[src/rtl/instruction_fetch_if.sv]
// Fetch-stage bundle: instruction-memory handshake, PC redirect input and the
// valid/stall channel towards the decoder.
interface instruction_fetch_if #(
  parameter int unsigned PC_WIDTH = 16
);
  logic                imem_req;
  logic [PC_WIDTH-1:0] imem_addr;
  logic                imem_gnt;
  logic                imem_rvalid;
  logic [15:0]         imem_rdata;
  logic                redirect_valid;
  logic [PC_WIDTH-1:0] redirect_pc;
  logic                id_stall;
  logic                if_valid;
  logic [15:0]         if_instruction;
  logic [PC_WIDTH-1:0] if_pc;

  modport master (
    output imem_req, imem_addr,
    input  imem_gnt, imem_rvalid, imem_rdata,
    input  redirect_valid, redirect_pc, id_stall,
    output if_valid, if_instruction, if_pc
  );

  modport slave (
    input  imem_req, imem_addr,
    output imem_gnt, imem_rvalid, imem_rdata,
    output redirect_valid, redirect_pc, id_stall,
    input  if_valid, if_instruction, if_pc
  );
endinterface

[src/rtl/instruction_fetch.sv]
// microRISC fetch stage: PC, single-outstanding instruction fetch, one-entry skid
// buffer in front of the decoder, and redirect/flush of wrong-path fetches.
module instruction_fetch #(
  parameter int unsigned         PC_WIDTH = 16,
  parameter logic [PC_WIDTH-1:0] RESET_PC = {PC_WIDTH{1'b0}}
) (
  input  logic                clk,
  input  logic                rst,
  instruction_fetch_if.master bus_io
);

  typedef enum logic [0:0] {
    S_REQ  = 1'b0,
    S_WAIT = 1'b1
  } state_e;

  localparam logic [PC_WIDTH-1:0] PC_ONE = {{(PC_WIDTH-1){1'b0}}, 1'b1};

  state_e              state_q, state_d;
  logic                run_q;
  logic [PC_WIDTH-1:0] pc_q, pc_d;
  logic [PC_WIDTH-1:0] req_pc_q, req_pc_d;
  logic                discard_q, discard_d;
  logic                out_valid_q, out_valid_d;
  logic [15:0]         out_instr_q, out_instr_d;
  logic [PC_WIDTH-1:0] out_pc_q, out_pc_d;
  logic                skid_valid_q, skid_valid_d;
  logic [15:0]         skid_instr_q, skid_instr_d;
  logic [PC_WIDTH-1:0] skid_pc_q, skid_pc_d;

  logic req_s;
  logic grant_s;
  logic resp_s;
  logic keep_s;
  logic out_xfer_s;
  logic redirect_s;

  // FSM state register
  always_ff @(posedge clk or posedge rst) begin
    if (rst) begin
      state_q <= S_REQ;
    end else begin
      state_q <= state_d;
    end
  end

  // FSM next state: redirects never change the transition, only what happens to the data
  always_comb begin
    state_d = state_q;
    case (state_q)
      S_REQ: begin
        if (grant_s) state_d = S_WAIT;
        else         state_d = S_REQ;
      end
      S_WAIT: begin
        if (bus_io.imem_rvalid) state_d = S_REQ;
        else                    state_d = S_WAIT;
      end
      default: state_d = S_REQ;
    endcase
  end

  // FSM outputs: request only after reset release and while the skid buffer is empty
  always_comb begin
    req_s = 1'b0;
    case (state_q)
      S_REQ:   req_s = run_q & ~skid_valid_q;
      S_WAIT:  req_s = 1'b0;
      default: req_s = 1'b0;
    endcase
  end

  // Handshake events of the current cycle
  always_comb begin
    redirect_s = bus_io.redirect_valid;
    grant_s    = req_s & bus_io.imem_gnt;
    resp_s     = (state_q == S_WAIT) & bus_io.imem_rvalid;
    keep_s     = resp_s & ~discard_q & ~redirect_s;
    out_xfer_s = out_valid_q & ~bus_io.id_stall;
  end

  // PC, outstanding-request address and wrong-path discard flag
  always_comb begin
    pc_d      = pc_q;
    req_pc_d  = req_pc_q;
    discard_d = discard_q;
    if (grant_s) begin
      req_pc_d = pc_q;
    end else begin
      req_pc_d = req_pc_q;
    end
    if (redirect_s) begin
      pc_d      = bus_io.redirect_pc;
      // A response still in flight after this cycle belongs to the old path.
      discard_d = grant_s | ((state_q == S_WAIT) & ~bus_io.imem_rvalid);
    end else if (grant_s) begin
      pc_d      = pc_q + PC_ONE;
      discard_d = discard_q;
    end else if (resp_s) begin
      pc_d      = pc_q;
      discard_d = 1'b0;
    end else begin
      pc_d      = pc_q;
      discard_d = discard_q;
    end
  end

  // Output register and skid buffer; a stalled output is never overwritten
  always_comb begin
    out_valid_d  = out_valid_q;
    out_instr_d  = out_instr_q;
    out_pc_d     = out_pc_q;
    skid_valid_d = skid_valid_q;
    skid_instr_d = skid_instr_q;
    skid_pc_d    = skid_pc_q;
    if (redirect_s) begin
      out_valid_d  = 1'b0;
      skid_valid_d = 1'b0;
    end else if (keep_s) begin
      if (~out_valid_q | out_xfer_s) begin
        out_valid_d = 1'b1;
        out_instr_d = bus_io.imem_rdata;
        out_pc_d    = req_pc_q;
      end else begin
        skid_valid_d = 1'b1;
        skid_instr_d = bus_io.imem_rdata;
        skid_pc_d    = req_pc_q;
      end
    end else if (out_xfer_s) begin
      if (skid_valid_q) begin
        out_valid_d  = 1'b1;
        out_instr_d  = skid_instr_q;
        out_pc_d     = skid_pc_q;
        skid_valid_d = 1'b0;
      end else begin
        out_valid_d = 1'b0;
      end
    end else begin
      out_valid_d = out_valid_q;
    end
  end

  // Datapath registers
  always_ff @(posedge clk or posedge rst) begin
    if (rst) begin
      run_q        <= 1'b0;
      pc_q         <= RESET_PC;
      req_pc_q     <= {PC_WIDTH{1'b0}};
      discard_q    <= 1'b0;
      out_valid_q  <= 1'b0;
      out_instr_q  <= 16'h0000;
      out_pc_q     <= {PC_WIDTH{1'b0}};
      skid_valid_q <= 1'b0;
      skid_instr_q <= 16'h0000;
      skid_pc_q    <= {PC_WIDTH{1'b0}};
    end else begin
      run_q        <= 1'b1;
      pc_q         <= pc_d;
      req_pc_q     <= req_pc_d;
      discard_q    <= discard_d;
      out_valid_q  <= out_valid_d;
      out_instr_q  <= out_instr_d;
      out_pc_q     <= out_pc_d;
      skid_valid_q <= skid_valid_d;
      skid_instr_q <= skid_instr_d;
      skid_pc_q    <= skid_pc_d;
    end
  end

  assign bus_io.imem_req       = req_s;
  assign bus_io.imem_addr      = pc_q;
  assign bus_io.if_valid       = out_valid_q;
  assign bus_io.if_instruction = out_instr_q;
  assign bus_io.if_pc          = out_pc_q;

endmodule

[src/flat_wrapper.sv]
// flat-port wrapper written by rule: the top's interface ports become plain ports
module instruction_fetch_flat 
#(
  parameter int unsigned         PC_WIDTH = 16,
  parameter logic [PC_WIDTH-1:0] RESET_PC = {PC_WIDTH{1'b0}}
)
  (clk, rst, bus_io_imem_req, bus_io_imem_addr, bus_io_imem_gnt, bus_io_imem_rvalid, bus_io_imem_rdata, bus_io_redirect_valid, bus_io_redirect_pc, bus_io_id_stall, bus_io_if_valid, bus_io_if_instruction, bus_io_if_pc);
  instruction_fetch_if #(.PC_WIDTH(PC_WIDTH)) bus_io_i ();
  input  logic clk;
  input  logic rst;
  output wire logic [$bits(bus_io_i.imem_req)-1:0] bus_io_imem_req;
  output wire logic [$bits(bus_io_i.imem_addr)-1:0] bus_io_imem_addr;
  input wire logic [$bits(bus_io_i.imem_gnt)-1:0] bus_io_imem_gnt;
  input wire logic [$bits(bus_io_i.imem_rvalid)-1:0] bus_io_imem_rvalid;
  input wire logic [$bits(bus_io_i.imem_rdata)-1:0] bus_io_imem_rdata;
  input wire logic [$bits(bus_io_i.redirect_valid)-1:0] bus_io_redirect_valid;
  input wire logic [$bits(bus_io_i.redirect_pc)-1:0] bus_io_redirect_pc;
  input wire logic [$bits(bus_io_i.id_stall)-1:0] bus_io_id_stall;
  output wire logic [$bits(bus_io_i.if_valid)-1:0] bus_io_if_valid;
  output wire logic [$bits(bus_io_i.if_instruction)-1:0] bus_io_if_instruction;
  output wire logic [$bits(bus_io_i.if_pc)-1:0] bus_io_if_pc;
  assign bus_io_imem_req = bus_io_i.imem_req;
  assign bus_io_imem_addr = bus_io_i.imem_addr;
  assign bus_io_i.imem_gnt = bus_io_imem_gnt;
  assign bus_io_i.imem_rvalid = bus_io_imem_rvalid;
  assign bus_io_i.imem_rdata = bus_io_imem_rdata;
  assign bus_io_i.redirect_valid = bus_io_redirect_valid;
  assign bus_io_i.redirect_pc = bus_io_redirect_pc;
  assign bus_io_i.id_stall = bus_io_id_stall;
  assign bus_io_if_valid = bus_io_i.if_valid;
  assign bus_io_if_instruction = bus_io_i.if_instruction;
  assign bus_io_if_pc = bus_io_i.if_pc;
  instruction_fetch #(.PC_WIDTH(PC_WIDTH), .RESET_PC(RESET_PC)) u_core (.clk(clk), .rst(rst), .bus_io(bus_io_i));
endmodule
[config.mk]
export PLATFORM = sky130hd
export DESIGN_NAME = instruction_fetch_flat
export DESIGN_NICKNAME = d
export VERILOG_FILES = /design/src/rtl/instruction_fetch_if.sv /design/src/rtl/instruction_fetch.sv /design/src/flat_wrapper.sv
export SDC_FILE = /design/constraint.sdc
export NUM_CORES = 1
export LEC_CHECK = 0
export ABC_CLOCK_PERIOD_IN_PS = 4200
export BUFFER_PORTS_ARGS = -buffer_cell sky130_fd_sc_hd__buf_2
export CAP_MARGIN = 10
export CELL_PAD_IN_SITES_DETAIL_PLACEMENT = 2
export CELL_PAD_IN_SITES_GLOBAL_PLACEMENT = 2
export CORE_ASPECT_RATIO = 1.5
export CORE_MARGIN = 1
export CORE_UTILIZATION = 35
export CTS_CLUSTER_SIZE = 10
export DETAILED_ROUTE_END_ITERATION = 8
export GPL_ROUTABILITY_DRIVEN = 0
export GPL_TIMING_DRIVEN = 0
export HOLD_SLACK_MARGIN = 0.06
export PLACE_DENSITY_LB_ADDON = 0.1
export SETUP_SLACK_MARGIN = 0.05
export SYNTH_ARGS = -nofsm -noshare
export SYNTH_HDL_FRONTEND = slang
export SYNTH_SLANG_ARGS = --single-unit
[constraint.sdc]
create_clock -name clk -period 4.2 [get_ports clk]
set_input_delay 1.05 -clock clk [delete_from_list [all_inputs] [get_ports clk]]
set_output_delay 1.05 -clock clk [all_outputs]
set_load 0.005 [all_outputs]
## Yosys cells after proc, flatten, opt, wreduce, memory -nomap -nowiden

Index checks and enable logic that the tools add are counted.
Widths: inputs -> output; s select.

| storage, ports and cells | value |
|---|---|
| bits in registers | 101 |
| word-level logic and storage cells | 69 |

| cells by class | value |
|---|---|
| $add $sub $neg | 1 |
| reductions and logical operators | 10 |
| multiplexer cells | 26 |
| bitwise logic cells | 17 |
| equality and inequality tests | 4 |

Operator list:

| operator | count |
|---|---|
| $mux 16 | 10 |
| $add 16x1->16 const B | 1 |
| $mux 1 | 14 |
| $not 1->1 | 8 |
| $reduce_bool 2->1 | 4 |
| $and 1x1->1 | 7 |
| $ne 3x3->1 const B | 2 |
| $reduce_and 2->1 | 3 |
| $ne 2x2->1 const B | 2 |
| $pmux 1 s2 | 2 |
| $reduce_and 4->1 | 1 |
| $reduce_and 3->1 | 1 |
| $reduce_bool 3->1 | 1 |
| $or 1x1->1 | 2 |

## Logic depth before layout (Yosys ltp)

| logic depth | value |
|---|---|
| depth after elaboration | 6 |
| gate-level depth with buffers | 6 |
| mapped depth without buffers | 5 |

## Worst setup path before layout

Ideal clock, no wire load.

| timing | value |
|---|---|
| kind | input to register |
| start point | in bus_io_redirect_valid |
| end point | reg u_core.skid_instr_q[0] |
| required time | 4.072 ns |
| library setup time | 0.128 ns |
| stages on the path | 6 |
| slack | 1.809 ns |
| arrival | 2.263 ns |
| cells stage by stage | nor4bb_1 > buf_2 > and3_1 > buf_2 > buf_4 > mux2_1 |

| on the way | value |
|---|---|
| longest elaborated chain between the ends | 3 |

RTL lines:

| what | RTL line | text |
|---|---|---|
| from (decl) | flat_wrapper.sv:16 | `input wire logic [$bits(bus_io_i.redirect_valid)-1:0] bus_io_redirect_valid;` |
| $not 1->1 (no source line) * | n/a |  |
| $and 1x1->1 | instruction_fetch.sv:78 | `keep_s = resp_s & ~discard_q & ~redirect_s;` |
| $reduce_and 3->1 (no source line) * | n/a |  |
| to (signal assigned) | instruction_fetch.sv:165 | `skid_instr_q <= skid_instr_d;` |
| to (decl) | instruction_fetch.sv:28 | `logic [15:0] skid_instr_q, skid_instr_d;` |

Every way passes the cells marked *; elsewhere a longest branch is shown, timed or not.
A chain may end at the register's enable or synchronous reset.

## Worst setup path in the final report

| timing | value |
|---|---|
| start point | in bus_io_redirect_valid |
| end point | reg u_core.skid_pc_q[1] |

| on the way | value |
|---|---|
| longest elaborated chain between the ends | 3 |

RTL lines:

| what | RTL line | text |
|---|---|---|
| $not 1->1 (no source line) * | n/a |  |
| $and 1x1->1 | instruction_fetch.sv:78 |  |
| $reduce_and 3->1 (no source line) * | n/a |  |
| to (signal assigned) | instruction_fetch.sv:155 | `skid_pc_q <= {PC_WIDTH{1'b0}};` |
| to (signal assigned) | instruction_fetch.sv:166 | `skid_pc_q <= skid_pc_d;` |
| to (decl) | instruction_fetch.sv:29 | `logic [PC_WIDTH-1:0] skid_pc_q, skid_pc_d;` |

Marked as above.

==> impl_metrics.env <==
export IMPL_cts_tree="built"
export IMPL_synthCells=405
export IMPL_power_density_nw_per_um2=505
export IMPL_ctsHoldBuffers=0
export IMPL_critical_path_arrival_ns=2.65
export IMPL_finish_utilization_pct=43.8
export IMPL_grt_overflow=0
export IMPL_synth_top_cell_area_share_pct=57.0
export IMPL_path_cells="buf_2 > nor4bb_1 > buf_2 > and3_1 > buf_2 > buf_4 > mux2_1"
export IMPL_cpMaxStageDelayCell="mux2_1"
export IMPL_cts_max_level=3
export IMPL_path_clk_slew_ns=0.07
export IMPL_dieArea_um2=13100
export IMPL_routed_wl_mm=11.7
export IMPL_nets=543
export IMPL_skew_ns=0.00932
export IMPL_fin_crit_ns=2.43
export IMPL_via_count=3349
export IMPL_synth_ff_latch_count=101
export IMPL_max_freq_ghz=0.411
export IMPL_place_inst=649
export IMPL_grt_util_all_layers_pct=19.3
export IMPL_synth_distinct_cells=35
export IMPL_initial_core_util_pct=35.8
export IMPL_start_kind="input pin"
export IMPL_yosysSeqAreaShare_pct=57.0
export IMPL_netlist_area_um2=4430
export IMPL_yosysWarnings=0
export IMPL_ioPinCount=88
export IMPL_run_status="completed"
export IMPL_synthTopCellsByArea="dfrtp_1 (57%), mux2i_1 (8.1%), mux2_1 (8.1%)"
export IMPL_maxSlewHeadroom_pct=58.6
export IMPL_core_um2=12400
export IMPL_final_antenna_net_count=0
export IMPL_nFillCells=1372
export IMPL_final_layout_size_suffix_gt1_share_pct=23.3
export IMPL_wl_per_cell_um=17.7
export IMPL_ir_drop_mv=0.206
export IMPL_worst_setup_path_end_kind="flop"
export IMPL_avgSynthCellArea_um2=10.9
export IMPL_drc=0
export IMPL_rsz0062_at_grt="false"
export IMPL_cp_common_cell="buf_2"
export IMPL_cts_resized=0
export IMPL_hp_class="reg -> reg"
export IMPL_power_leakage_nw=2.56
export IMPL_dr_first_iter_drc_count=78
export IMPL_cap_viol_max_count=0
export IMPL_cts_buffer_depth=2
export IMPL_die_w_um=93.9
export IMPL_grt_pass1_wl_mm=19.5
export IMPL_instances_no_fill=663
export IMPL_setup_violations=0
export IMPL_antenna_cells=0
export IMPL_max_slew_worst_pin_slew_ns=0.621
export IMPL_grt_pass1_vias=3794
export IMPL_holdWs_ns=0.487
export IMPL_final_cell_mix="dfrtp_1 (101), buf_2 (95), nand2_1 (65)"
export IMPL_syn_num_nets=444
export IMPL_dr_pass1_iters=4
export IMPL_fin_crit_sh_pct=57.9
export IMPL_antenna_found_initial=0
export IMPL_hold_viol=0
export IMPL_cp_required_ns=4.41
export IMPL_layout_commonest_cell="dfrtp_1"
export IMPL_synth_top_cell_by_area="dfrtp_1"
export IMPL_root_buffer="clkbuf_16"
export IMPL_fp_dieH_um=140
export IMPL_critical_path_max_stage_delay_ns=0.35
export IMPL_clkSinkCount=101
export IMPL_hpwl_mm=8.40
export IMPL_syn_to_final_growth_pct=22.5
export IMPL_grt_max_degree=64
export IMPL_via_per_inst=5.05
export IMPL_cts_made_buffers=9
export IMPL_path_class="in -> reg"
export IMPL_clock_latency_ns=0.34
export IMPL_slew_viol_final=0
export IMPL_postCtsSetupRepairBufs=0
export IMPL_io_buffers=87
export IMPL_worstPathMaxFanout=10
export IMPL_rows=50
## critical path: cells and delay by family
family,cells,cell delay [ns]
and+or+nand+nor,2,0.43
buffers and inverters,4,0.80
muxes,1,0.35
## power breakdown
part	internal [mW]	switching [mW]	total [mW]
clock network	0.592	0.360	0.952
logic	0.231	0.256	0.487
registers	1.17	0.139	1.30
total	1.99	0.754	2.74
## logic make-up (layout without fill, tap and decap cells)
| group | count (synthesis) | count (layout) | share of synthesized area [%] |
|---|---|---|---|
| compound gates | 60 | 60 | 7.40 |
| other cells | 1 | 1 | 0.0846 |
| xor+xnor | 11 | 11 | 2.17 |
| simple gates | 133 | 133 | 13.7 |
| buf+inv | 30 | 132 | 3.10 |
| flops | 101 | 101 | 57.0 |
| mux | 68 | 68 | 16.3 |
| fa+ha+maj | 1 | 1 | 0.282 |
## per-stage QoR
stage	total power, mW	instance area, um^2	setup slack [ns]	setup TNS, ns
global route	2.90	5430	1.64	0
global placement	1.77	5060	-0.815	-82.07
CTS	2.80	5430	1.70	0
detailed placement	1.82	5090	1.37	0
floorplan	1.55	4430	0.503	0
finish	2.74	5430	1.77	0
## Yosys cell counts
library cell / number
nand4_2: 1
o31ai_1: 1
o21a_1: 1
nor2_1: 35
buf_1: 1
nand4_4: 1
or3_1: 2
nor3b_1: 1
mux2_1: 32
o21ai_0: 12
or4_1: 1
clkbuf_1: 10
nand4_1: 2
conb_1: 1
inv_1: 7
a31oi_1: 1
ha_1: 1
nand4bb_1: 1
nor4bb_1: 2
buf_4: 4
xor2_1: 3
and3b_1: 1
xnor2_1: 8
nand3_1: 7
a2bb2oi_4: 1
dfrtp_1: 101
a21oi_1: 34
nor2b_1: 2
nor4_1: 7
nand2_1: 65
buf_2: 8
mux2i_1: 36
and3_1: 1
o21ai_1: 10
nor3_1: 4
## per-layer routing
| metal | global-route usage, % | wire length, um | vias to the layer above |
|---|---|---|---|
| li1 | - | - | 1580 |
| met1 | 22.9 | 4830 | 1699 |
| met2 | 35.4 | 6420 | 60 |
| met3 | 2.57 | 358 | 10 |
| met4 | 5.59 | 136 | 0 |
| met5 | 0 | 0 | - |
## final timing paths
| path | endpoint | slack [ns] | cells after the start | start |
|---|---|---|---|---|
| setup / recovery | u_core.skid_pc_q[1]$_DFFE_PP0P_ | 1.77 | 7 | bus_io_redirect_valid |
| hold / removal | u_core.skid_instr_q[2]$_DFFE_PP0P_ | 0.49 | 1 | u_core.skid_instr_q[2]$_DFFE_PP0P_ |
| setup reg to reg | u_core.skid_pc_q[1]$_DFFE_PP0P_ | 2.17 | 6 | u_core.state_q$_DFF_PP0_ |
| hold reg to reg | u_core.skid_instr_q[2]$_DFFE_PP0P_ | 0.49 | 1 | u_core.skid_instr_q[2]$_DFFE_PP0P_ |
| max in group asynchronous | u_core.skid_pc_q[15]$_DFFE_PP0P_ | 2.75 | 3 | rst |
| min in group asynchronous | u_core.bus_io.if_pc[1]$_DFFE_PP0P_ | 0.75 | 2 | rst |
## cell type report
| cell class | instances | area [um^2] | area share (%) |
|---|---|---|---|
| plain buffers | 23 | 111 | 2.05 |
| clock buffers | 10 | 239 | 4.40 |
| clock inverters | 4 | 97.6 | 1.80 |
| inverters | 7 | 28.8 | 0.530 |
| multi-input cells | 274 | 1770 | 32.6 |
| flip-flops and latches | 101 | 2530 | 46.5 |
| well taps | 156 | 195 | 3.59 |
| repair buffers | 88 | 463 | 8.53 |
## state kept, by name (all words and copies together) (netlist names)
register,cells
u_core.skid_pc_q,16
u_core.bus_io.if_instruction,16
u_core.skid_valid_q,1
u_core.run_q,1
u_core.bus_io.imem_addr,16
u_core.bus_io.if_pc,16
u_core.bus_io.if_valid,1
u_core.req_pc_q,16
u_core.state_q,1
u_core.discard_q,1
u_core.skid_instr_q,16
No activity file was read; power rests on OpenSTA's default activity.
